==> config.mk <==
export PLATFORM = sky130hd
export DESIGN_NAME = rs_array_flat
export DESIGN_NICKNAME = d
export VERILOG_FILES = /design/src/rtl/rs_array_if.sv /design/src/rtl/rs_array.sv /design/src/flat_wrapper.sv
export SDC_FILE = /design/constraint.sdc
export NUM_CORES = 1
export LEC_CHECK = 0
export BUFFER_PORTS_ARGS = -buffer_cell sky130_fd_sc_hd__buf_2
export CAP_MARGIN = 10
export CORE_UTILIZATION = 40
export DETAILED_ROUTE_END_ITERATION = 10
export PLACE_DENSITY = 0.55
export SETUP_SLACK_MARGIN = 0.4
export SKIP_CTS_REPAIR_TIMING = 1
export SLEW_MARGIN = 25
export SYNTH_ARGS = -nofsm -noshare
export SYNTH_HDL_FRONTEND = slang
export SYNTH_SLANG_ARGS = --single-unit
==> constraint.sdc <==
create_clock -name clk -period 28.6 [get_ports clk]
set_input_delay 5.72 -clock clk [delete_from_list [all_inputs] [get_ports clk]]
set_output_delay 5.72 -clock clk [all_outputs]
set_load 0.01 [all_outputs]
==> src/rtl/rs_array_if.sv <==
// rs_array_if: allocation, CDB wakeup and issue bus of one reservation-station bank.
interface rs_array_if #(
    parameter int NUM_ENTRIES = 4,
    parameter int NUM_CDB     = 1,
    parameter int XLEN        = 32,
    parameter int TAG_W       = 4,
    parameter int OP_W        = 5,
    parameter int BR_W        = 3
);
    localparam int CW = $clog2(NUM_ENTRIES + 1);
    logic                     alloc_valid;
    logic                     alloc_ready;
    logic [OP_W-1:0]          alloc_op;
    logic [BR_W-1:0]          alloc_br;
    logic                     alloc_load;
    logic [TAG_W-1:0]         alloc_rob;
    logic [TAG_W-1:0]         alloc_qj;
    logic [TAG_W-1:0]         alloc_qk;
    logic [XLEN-1:0]          alloc_vj;
    logic [XLEN-1:0]          alloc_vk;
    logic [NUM_CDB-1:0]       cdb_valid;
    logic [NUM_CDB*TAG_W-1:0] cdb_tag;
    logic [NUM_CDB*XLEN-1:0]  cdb_result;
    logic [NUM_CDB-1:0]       cdb_load_step1;
    logic                     issue_valid;
    logic                     issue_ready;
    logic [OP_W-1:0]          issue_op;
    logic [BR_W-1:0]          issue_br;
    logic                     issue_load;
    logic [TAG_W-1:0]         issue_rob;
    logic [XLEN-1:0]          issue_rs1;
    logic [XLEN-1:0]          issue_rs2;
    logic [CW-1:0]            free_count;
    modport master (
        output alloc_valid, alloc_op, alloc_br, alloc_load, alloc_rob, alloc_qj, alloc_qk, alloc_vj, alloc_vk,
        output cdb_valid, cdb_tag, cdb_result, cdb_load_step1, issue_ready,
        input  alloc_ready, issue_valid, issue_op, issue_br, issue_load, issue_rob, issue_rs1, issue_rs2, free_count
    );
    modport slave (
        input  alloc_valid, alloc_op, alloc_br, alloc_load, alloc_rob, alloc_qj, alloc_qk, alloc_vj, alloc_vk,
        input  cdb_valid, cdb_tag, cdb_result, cdb_load_step1, issue_ready,
        output alloc_ready, issue_valid, issue_op, issue_br, issue_load, issue_rob, issue_rs1, issue_rs2, free_count
    );
endinterface

==> src/rtl/rs_array.sv <==
// rs_array: reservation-station bank with CDB wakeup and oldest-ready issue select.
// Define RS_PERF_CNT_EN to add the perf_issue_cnt / perf_full_cnt counters.
module rs_array #(
    parameter int NUM_ENTRIES = 4,
    parameter int NUM_CDB     = 1,
    parameter int XLEN        = 32,
    parameter int TAG_W       = 4,
    parameter int OP_W        = 5,
    parameter int BR_W        = 3
) (
    input  logic        clk,
    input  logic        reset,
    input  logic        flush,
`ifdef RS_PERF_CNT_EN
    output logic [31:0] perf_issue_cnt,
    output logic [31:0] perf_full_cnt,
`endif
    rs_array_if.slave   bus
);
    localparam int N  = NUM_ENTRIES;
    localparam int IW = $clog2(N);
    localparam int CW = $clog2(N + 1);
    logic [N-1:0]             valid, ready, grant;
    logic [OP_W-1:0]          op   [N];
    logic [BR_W-1:0]          br   [N];
    logic                     ld   [N];
    logic [TAG_W-1:0]         rob  [N];
    logic [TAG_W-1:0]         qj   [N];
    logic [TAG_W-1:0]         qk   [N];
    logic [XLEN-1:0]          vj   [N];
    logic [XLEN-1:0]          vk   [N];
    logic [N-1:0]             older[N];
    logic [XLEN:0]            wj   [N+1];
    logic [XLEN:0]            wk   [N+1];
    logic [CW-1:0]            free_count;
    logic [IW-1:0]            aidx, sidx;
    logic                     alloc_ready, alloc_fire, issue_fire;
    logic [NUM_CDB-1:0]       cv, cl;
    logic [NUM_CDB*TAG_W-1:0] ct;
    logic [NUM_CDB*XLEN-1:0]  cr;
    assign cv = bus.cdb_valid;
    assign cl = bus.cdb_load_step1;
    assign ct = bus.cdb_tag;
    assign cr = bus.cdb_result;
    // {hit, result}; scanning from the top lets the lowest matching port win
    function automatic logic [XLEN:0] wake(input logic [TAG_W-1:0] q);
        wake = '0;
        for (int p = NUM_CDB - 1; p >= 0; p--)
            if (q != '0 && cv[p] && !cl[p] && ct[p*TAG_W +: TAG_W] == q) wake = {1'b1, cr[p*XLEN +: XLEN]};
    endfunction
    always_comb begin
        aidx = '0;
        sidx = '0;
        for (int i = N - 1; i >= 0; i--) begin
            ready[i] = valid[i] && qj[i] == '0 && qk[i] == '0;
            if (!valid[i]) aidx = IW'(i);
        end
        for (int i = N - 1; i >= 0; i--) begin
            grant[i] = ready[i];
            for (int j = 0; j < N; j++) if (ready[j] && older[j][i]) grant[i] = 1'b0;
            if (grant[i]) sidx = IW'(i);
        end
    end
    // slot N carries the same-cycle bypass for the allocating instruction
    always_comb begin
        for (int i = 0; i < N; i++) begin
            wj[i] = wake(qj[i]);
            wk[i] = wake(qk[i]);
        end
        wj[N] = wake(bus.alloc_qj);
        wk[N] = wake(bus.alloc_qk);
    end
    assign alloc_ready = free_count != '0 && !flush;
    assign alloc_fire  = bus.alloc_valid && alloc_ready;
    assign issue_fire  = |ready && bus.issue_ready;
    always_ff @(posedge clk or posedge reset) begin
        if (reset) begin
            valid      <= '0;
            free_count <= CW'(N);
            for (int i = 0; i < N; i++) begin
                op[i]    <= '0;
                br[i]    <= '0;
                ld[i]    <= 1'b0;
                rob[i]   <= '0;
                qj[i]    <= '0;
                qk[i]    <= '0;
                vj[i]    <= '0;
                vk[i]    <= '0;
                older[i] <= '0;
            end
        end else if (flush) begin
            valid      <= '0;
            free_count <= CW'(N);
        end else begin
            free_count <= free_count + CW'(issue_fire) - CW'(alloc_fire);
            for (int i = 0; i < N; i++) begin
                if (valid[i] && wj[i][XLEN]) begin
                    qj[i] <= '0;
                    vj[i] <= wj[i][XLEN-1:0];
                end
                if (valid[i] && wk[i][XLEN]) begin
                    qk[i] <= '0;
                    vk[i] <= wk[i][XLEN-1:0];
                end
                if (issue_fire && sidx == IW'(i)) valid[i] <= 1'b0;
                if (alloc_fire && aidx == IW'(i)) begin
                    valid[i] <= 1'b1;
                    op[i]    <= bus.alloc_op;
                    br[i]    <= bus.alloc_br;
                    ld[i]    <= bus.alloc_load;
                    rob[i]   <= bus.alloc_rob;
                    qj[i]    <= wj[N][XLEN] ? '0 : bus.alloc_qj;
                    vj[i]    <= wj[N][XLEN] ? wj[N][XLEN-1:0] : bus.alloc_vj;
                    qk[i]    <= wk[N][XLEN] ? '0 : bus.alloc_qk;
                    vk[i]    <= wk[N][XLEN] ? wk[N][XLEN-1:0] : bus.alloc_vk;
                    older[i] <= '0;
                end
                for (int j = 0; j < N; j++) if (alloc_fire && aidx == IW'(j)) older[i][j] <= valid[i];
            end
        end
    end
    assign bus.alloc_ready = alloc_ready;
    assign bus.free_count  = free_count;
    assign bus.issue_valid = |ready;
    assign bus.issue_op    = |ready ? op[sidx]  : '0;
    assign bus.issue_br    = |ready ? br[sidx]  : '0;
    assign bus.issue_load  = |ready ? ld[sidx]  : 1'b0;
    assign bus.issue_rob   = |ready ? rob[sidx] : '0;
    assign bus.issue_rs1   = |ready ? vj[sidx]  : '0;
    assign bus.issue_rs2   = |ready ? vk[sidx]  : '0;
`ifdef RS_PERF_CNT_EN
    always_ff @(posedge clk or posedge reset) begin
        if (reset) begin
            perf_issue_cnt <= '0;
            perf_full_cnt  <= '0;
        end else begin
            perf_issue_cnt <= perf_issue_cnt + 32'(issue_fire);
            perf_full_cnt  <= perf_full_cnt + 32'(bus.alloc_valid && !alloc_ready);
        end
    end
`endif
endmodule

==> src/flat_wrapper.sv <==
// flat-port wrapper written by rule: the top's interface ports become plain ports
module rs_array_flat 
#(
    parameter int NUM_ENTRIES = 4,
    parameter int NUM_CDB     = 1,
    parameter int XLEN        = 32,
    parameter int TAG_W       = 4,
    parameter int OP_W        = 5,
    parameter int BR_W        = 3
)
  (clk, reset, flush, bus_alloc_valid, bus_alloc_op, bus_alloc_br, bus_alloc_load, bus_alloc_rob, bus_alloc_qj, bus_alloc_qk, bus_alloc_vj, bus_alloc_vk, bus_cdb_valid, bus_cdb_tag, bus_cdb_result, bus_cdb_load_step1, bus_issue_ready, bus_alloc_ready, bus_issue_valid, bus_issue_op, bus_issue_br, bus_issue_load, bus_issue_rob, bus_issue_rs1, bus_issue_rs2, bus_free_count);
  rs_array_if #(.NUM_ENTRIES(NUM_ENTRIES), .NUM_CDB(NUM_CDB), .XLEN(XLEN), .TAG_W(TAG_W), .OP_W(OP_W), .BR_W(BR_W)) bus_i ();
  input  logic clk;
  input  logic reset;
  input  logic flush;
  input wire logic [$bits(bus_i.alloc_valid)-1:0] bus_alloc_valid;
  input wire logic [$bits(bus_i.alloc_op)-1:0] bus_alloc_op;
  input wire logic [$bits(bus_i.alloc_br)-1:0] bus_alloc_br;
  input wire logic [$bits(bus_i.alloc_load)-1:0] bus_alloc_load;
  input wire logic [$bits(bus_i.alloc_rob)-1:0] bus_alloc_rob;
  input wire logic [$bits(bus_i.alloc_qj)-1:0] bus_alloc_qj;
  input wire logic [$bits(bus_i.alloc_qk)-1:0] bus_alloc_qk;
  input wire logic [$bits(bus_i.alloc_vj)-1:0] bus_alloc_vj;
  input wire logic [$bits(bus_i.alloc_vk)-1:0] bus_alloc_vk;
  input wire logic [$bits(bus_i.cdb_valid)-1:0] bus_cdb_valid;
  input wire logic [$bits(bus_i.cdb_tag)-1:0] bus_cdb_tag;
  input wire logic [$bits(bus_i.cdb_result)-1:0] bus_cdb_result;
  input wire logic [$bits(bus_i.cdb_load_step1)-1:0] bus_cdb_load_step1;
  input wire logic [$bits(bus_i.issue_ready)-1:0] bus_issue_ready;
  output wire logic [$bits(bus_i.alloc_ready)-1:0] bus_alloc_ready;
  output wire logic [$bits(bus_i.issue_valid)-1:0] bus_issue_valid;
  output wire logic [$bits(bus_i.issue_op)-1:0] bus_issue_op;
  output wire logic [$bits(bus_i.issue_br)-1:0] bus_issue_br;
  output wire logic [$bits(bus_i.issue_load)-1:0] bus_issue_load;
  output wire logic [$bits(bus_i.issue_rob)-1:0] bus_issue_rob;
  output wire logic [$bits(bus_i.issue_rs1)-1:0] bus_issue_rs1;
  output wire logic [$bits(bus_i.issue_rs2)-1:0] bus_issue_rs2;
  output wire logic [$bits(bus_i.free_count)-1:0] bus_free_count;
  assign bus_i.alloc_valid = bus_alloc_valid;
  assign bus_i.alloc_op = bus_alloc_op;
  assign bus_i.alloc_br = bus_alloc_br;
  assign bus_i.alloc_load = bus_alloc_load;
  assign bus_i.alloc_rob = bus_alloc_rob;
  assign bus_i.alloc_qj = bus_alloc_qj;
  assign bus_i.alloc_qk = bus_alloc_qk;
  assign bus_i.alloc_vj = bus_alloc_vj;
  assign bus_i.alloc_vk = bus_alloc_vk;
  assign bus_i.cdb_valid = bus_cdb_valid;
  assign bus_i.cdb_tag = bus_cdb_tag;
  assign bus_i.cdb_result = bus_cdb_result;
  assign bus_i.cdb_load_step1 = bus_cdb_load_step1;
  assign bus_i.issue_ready = bus_issue_ready;
  assign bus_alloc_ready = bus_i.alloc_ready;
  assign bus_issue_valid = bus_i.issue_valid;
  assign bus_issue_op = bus_i.issue_op;
  assign bus_issue_br = bus_i.issue_br;
  assign bus_issue_load = bus_i.issue_load;
  assign bus_issue_rob = bus_i.issue_rob;
  assign bus_issue_rs1 = bus_i.issue_rs1;
  assign bus_issue_rs2 = bus_i.issue_rs2;
  assign bus_free_count = bus_i.free_count;
  rs_array #(.NUM_ENTRIES(NUM_ENTRIES), .NUM_CDB(NUM_CDB), .XLEN(XLEN), .TAG_W(TAG_W), .OP_W(OP_W), .BR_W(BR_W)) u_core (.clk(clk), .reset(reset), .flush(flush), .bus(bus_i));
endmodule
Word-level counts from Yosys, hierarchy flattened
Index checks and enable logic that the tools add are counted.

Order comparisons: 1. Bitwise gates (word level): 2. Add/subtract/negate cells: 2. Reductions and logical operators: 133. Mux-type cells: 124. Eq/ne operators: 16.

Operators by type and width (count): $mux W32 (24); $mux W33 (10); $bmux W32 S2 (2); $mux W4 (26); $logic_and A1 B1 Y1 (73); $mux W1 (43); $eq A4 B4 Y1 (10); $reduce_bool A4 Y1 (10); $reduce_and A2 Y1 (18); $logic_not A4 Y1 (8); $reduce_bool A2 Y1 (14); $mux W2 (8); $mux W5 (3); $reduce_bool A3 Y1 (5); $mux W3 (4); $bmux W5 S2 (1); $bmux W4 S2 (1); $eq A2 B2 Y1 const B (4); $bmux W3 S2 (1); $eq A2 B1 Y1 const B (2); $logic_not A2 Y1 (2); $reduce_or A4 Y1 (1); $add A3 B1 Y3 (1); $ge A3 B3 Y1 const B (1); other kinds (5) (6).

Output and inout bits: 82. Input bits: 128. Word-level logic and storage cells: 331. Bits in registers: 363.

Logic depth before layout (Yosys ltp)
Depth after elaboration: 17. Gate-level depth with buffers: 11. Gate-level depth less buffers: 9.

Worst setup path before layout
OpenSTA, ideal clock, no wires.

Path type: input port to output port. From: input port flush. To: output port bus_alloc_ready. Setup slack: 16.806 ns. Stages: 2. Buffers on the path: 1. Required time: 22.880 ns. Arrival: 6.074 ns. Path through: clkbuf_1 nor2_1.

Longest elaborated chain between the ends: 2.

Ends and longest elaborated chain: start: declaration (line flat_wrapper.sv:15) `input logic flush;`; $logic_not A1 Y1 (line rs_array.sv:73) `assign alloc_ready = free_count != '0 && !flush;`; $logic_and A1 B1 Y1 (line rs_array.sv:73); end: declaration (line flat_wrapper.sv:30) `output wire logic [$bits(bus_i.alloc_ready)-1:0] bus_alloc_ready;`.

Every way passes these cells.

Worst setup path after layout
Ends and elaborated chain as after synthesis.

==> metrics.md <==
| Metric | Value |
|---|---|
| CTS Buffer Depth | `3` |
| Crit path depth | `3` |
| EDFF count, synth | `0` |
| Top cell type's share of synthesized area | `0.518` |
| Post-Synthesis Cells | `1950` |
| Synth warn | `0` |
| Met2 wire len | `31.7 mm` |
| Met3 wire len | `5.76 mm` |
| Chip Width | `211 um` |
| GRT overflow | `0` |
| Area contributors post-synth | `dfrtp_1 (52%), o22ai_1 (8.4%), nor2_1 (5.8%)` |
| Die Y | `211 um` |
| Fin crit share | `0.414` |
| Crit path DAT | `6110 ps` |
| Max Fclk | `0.0845 GHz` |
| Worst hold slack | `472 ps` |
| Worst R2R Setup Slack | `24940 ps` |
| RSZ-0062 raised after global routing | `false` |
| Final setup viols | `0` |
| Setup_tns | `0 ps` |
| GP Congestion | `0.821` |
| Fin. max-slew vios | `0` |
| Post-synthesis xor/xnor area fraction | `0.0170` |
| Worst VDD drop | `0.0550 mV` |
| Crit path kind | `input pin to output pin` |
| R2r startpoint | `u_core.qk[8]$_DFFE_PP0P_` |
| Nets | `2221` |
| Max Used Layer | `met5` |
| Share of layout cells above drive strength 1 | `0.168` |
| Worst Tran Pin Value | `1080 ps` |
| CP startpoint | `flush` |
| Lkg Pwr | `9.60 nW` |
| Max Cap Violations | `0` |
| Simple-gate portion of the synthesized area | `0.161` |
| Fin. Hold Viols | `0` |
| Avg Inst Size Synth | `8.97 um^2` |
| First-pass GRT wire length | `103 mm` |
| Crit path capture type | `output pin` |
| Port buffer count | `209` |
| CTS H-tree lvls | `2` |
| Status | `finished clean` |
| Max stage delay on crit path | `150 ps` |
| FP Rows | `76` |
| Register area share after synthesis | `0.519` |
| Worst path bufs/invs | `2` |
| CTS Buf Count | `43` |
| Crit path max fanout | `9` |
| TritonCTS clock tree | `yes` |
| Mux share of post-synthesis cell area | `0.000572` |
| Vias | `16600` |
| Unique cell type count in the Yosys netlist | `63` |
| Count leader, synth | `dfrtp_1` |
| Post-synthesis async set-or-reset flop share | `1.00` |
| Synth top cells by count | `dfrtp_1 (362), nor2_1 (269), o22ai_1 (236)` |
| FF+latch count, synth | `363` |
| Clk root buf | `clkbuf_16` |
| Worst-path cell chain | `buf_2 > nor2_1 > buf_2` |
| Synth Area in Compound Gates | `0.234` |
| # fillers | `4175` |
| Hold Path Class | `flop to flop` |
| Setup crit end | `bus_alloc_ready` |
| Mapped Nets | `2081` |
| Largest family of logic cells by synthesized area | `compound AO/OA/AOI/OAI gates` |
| Worst r2r dst | `u_core.valid[1]$_DFFE_PP0P_` |
| Clock Skew | `25.3 ps` |
| DRT iter0 DRCs | `1732` |
| Vias in the first global route | `16400` |
| CP top delay family | `buffers and inverters` |
| Final period demand of the worst path | `11830 ps` |
| Clk sinks | `363` |
| Largest net degree at the start of global routing | `163` |
| CP startpoint kind | `input pin` |
| Detail Route Antenna Nets | `0` |
| Crit path top cell by count | `buf_2` |
| Post-synth top flop | `dfrtp_1` |
| I/O pin total | `210` |
| Largest area contributor in the netlist | `dfrtp_1` |
| Detailed Route WL | `67.1 mm` |
| Post-route DRC | `0` |
| FF-to-FF path depth | `7` |
| Hpwl dp | `37.7 mm` |
| WP data required | `22880 ps` |
| Drt wl/cell | `24.8 um` |
| Clock slew at reported path FFs | `60 ps` |
| CP max-delay cell | `buf_2` |
| Worst-Skew Late Latency | `580 ps` |
| Die ar. | `0.0446 mm^2` |
| Initial core utilization | `0.406` |
| Synth Cell Area | `0.0175 mm^2` |
| Initial antenna violation count | `10` |
| All-layer global routing usage | `0.304` |
| Adder-cell share of the synthesized area | `0.00258` |
| Core Box Area | `0.0431 mm^2` |
| Met1 wire length | `27.5 mm` |
| Rel. slew slack | `0.281` |
| Pwr Density | `84.4 mW/mm^2` |
| Vias per Instance | `6.12` |
| Synthesis-to-finish area growth | `18.2%` |
| DR pass1 iterations | `7` |
metrics by stage:
step	total power, mW	cells	area, um^2	setup slack [ps]	utilization
after floorplan	1.04	1950	17500	12810	-
after global placement	1.14	2628	19100	16760	0.443
after detailed placement	1.16	2630	19100	16760	0.444
after CTS	1.75	2706	20600	16760	0.479
after global routing	1.84	2710	20700	16720	0.480
final	1.74	2712	20700	16770	0.480
worst min-delay path by stage:
stage | startpoint | endpoint | slack [ps] | cells past startpoint
floorplan | u_core.older[6]$_DFFE_PP0P_ | u_core.older[6]$_DFFE_PP0P_ | 440 | 1
global placement | u_core.rob[0]$_DFFE_PP0P_ | u_core.rob[0]$_DFFE_PP0P_ | 460 | 2
detailed placement | u_core.op[4]$_DFFE_PP0P_ | u_core.op[4]$_DFFE_PP0P_ | 460 | 2
CTS | u_core.op[4]$_DFFE_PP0P_ | u_core.op[4]$_DFFE_PP0P_ | 480 | 2
global route | u_core.op[14]$_DFFE_PP0P_ | u_core.op[14]$_DFFE_PP0P_ | 490 | 2
finish | u_core.op[4]$_DFFE_PP0P_ | u_core.op[4]$_DFFE_PP0P_ | 470 | 2
placed cells by master (no fill, tap or decap), types with 3 or more instances in the layout:
cell and count:
nor3_1 12, inv_1 125, clkinv_2 7, clkbuf_16 44
nor2b_1 9, nor2_1 268, a22o_1 3, nand4_1 84
o21ai_0 70, or4_1 3, or3_1 4, buf_4 40
dfrtp_1 362, clkbuf_8 12, bufinv_16 5, a21oi_1 99
buf_2 209, a21oi_4 3, a22oi_1 110, buf_6 3
o22ai_1 236, a211oi_1 4, xor2_1 13, o21a_1 3
nand3_1 30, nand2_1 185, o311ai_1 18, and2_1 6
diode_2 6, clkbuf_1 5, nor4_1 6, xnor2_1 21
o211ai_1 58
worst min-delay path: stages (launching register included):
cell,delay [ps]
dfrtp_1,340
nand2_1,50
nand2_1,50
layer usage:
metal	up-vias	GRT usage
met5	-	0
met4	6	0.106
met3	156	0.0648
met2	839	0.490
met1	8278	0.405
li1	7314	-
power breakdown:
part	internal (mW)	switching (mW)	total (mW)
logic	0.152	0.213	0.365
registers	0.689	0.105	0.794
clock network	0.357	0.227	0.585
registers in the layout (all words and copies together), names as in the netlist:
signal / flops
u_core.qj: 16
u_core.br: 12
u_core.older: 16
u_core.rob: 16
u_core.qk: 16
u_core.vj: 128
u_core.valid: 4
u_core.op: 20
u_core.bus.free_count: 3
u_core.vk: 128
u_core.ld: 4
kinds of logic (layout without fill, tap and decap cells):
group,count (synthesis),after routing
simple gates,633,633
mux,1,1
flops,363,363
xor+xnor,34,34
buf+inv,287,458
fa+ha+maj,3,3
other cells,0,6
compound gates,629,629
cell type report:
type                            count  area, um^2  share of cell area
Antenna cell                        6        15.0            0.000726
Clock buffer                       61        1280              0.0621
Clock inverter                     15         219              0.0106
Inverter                          127         484              0.0234
Multi-Input combinational cell   1300        7400               0.358
Sequential cell                   363        9080               0.439
Tap cell                          585         732              0.0354
Timing Repair Buffer              255        1460              0.0704
(Power assumes the default switching activity.)
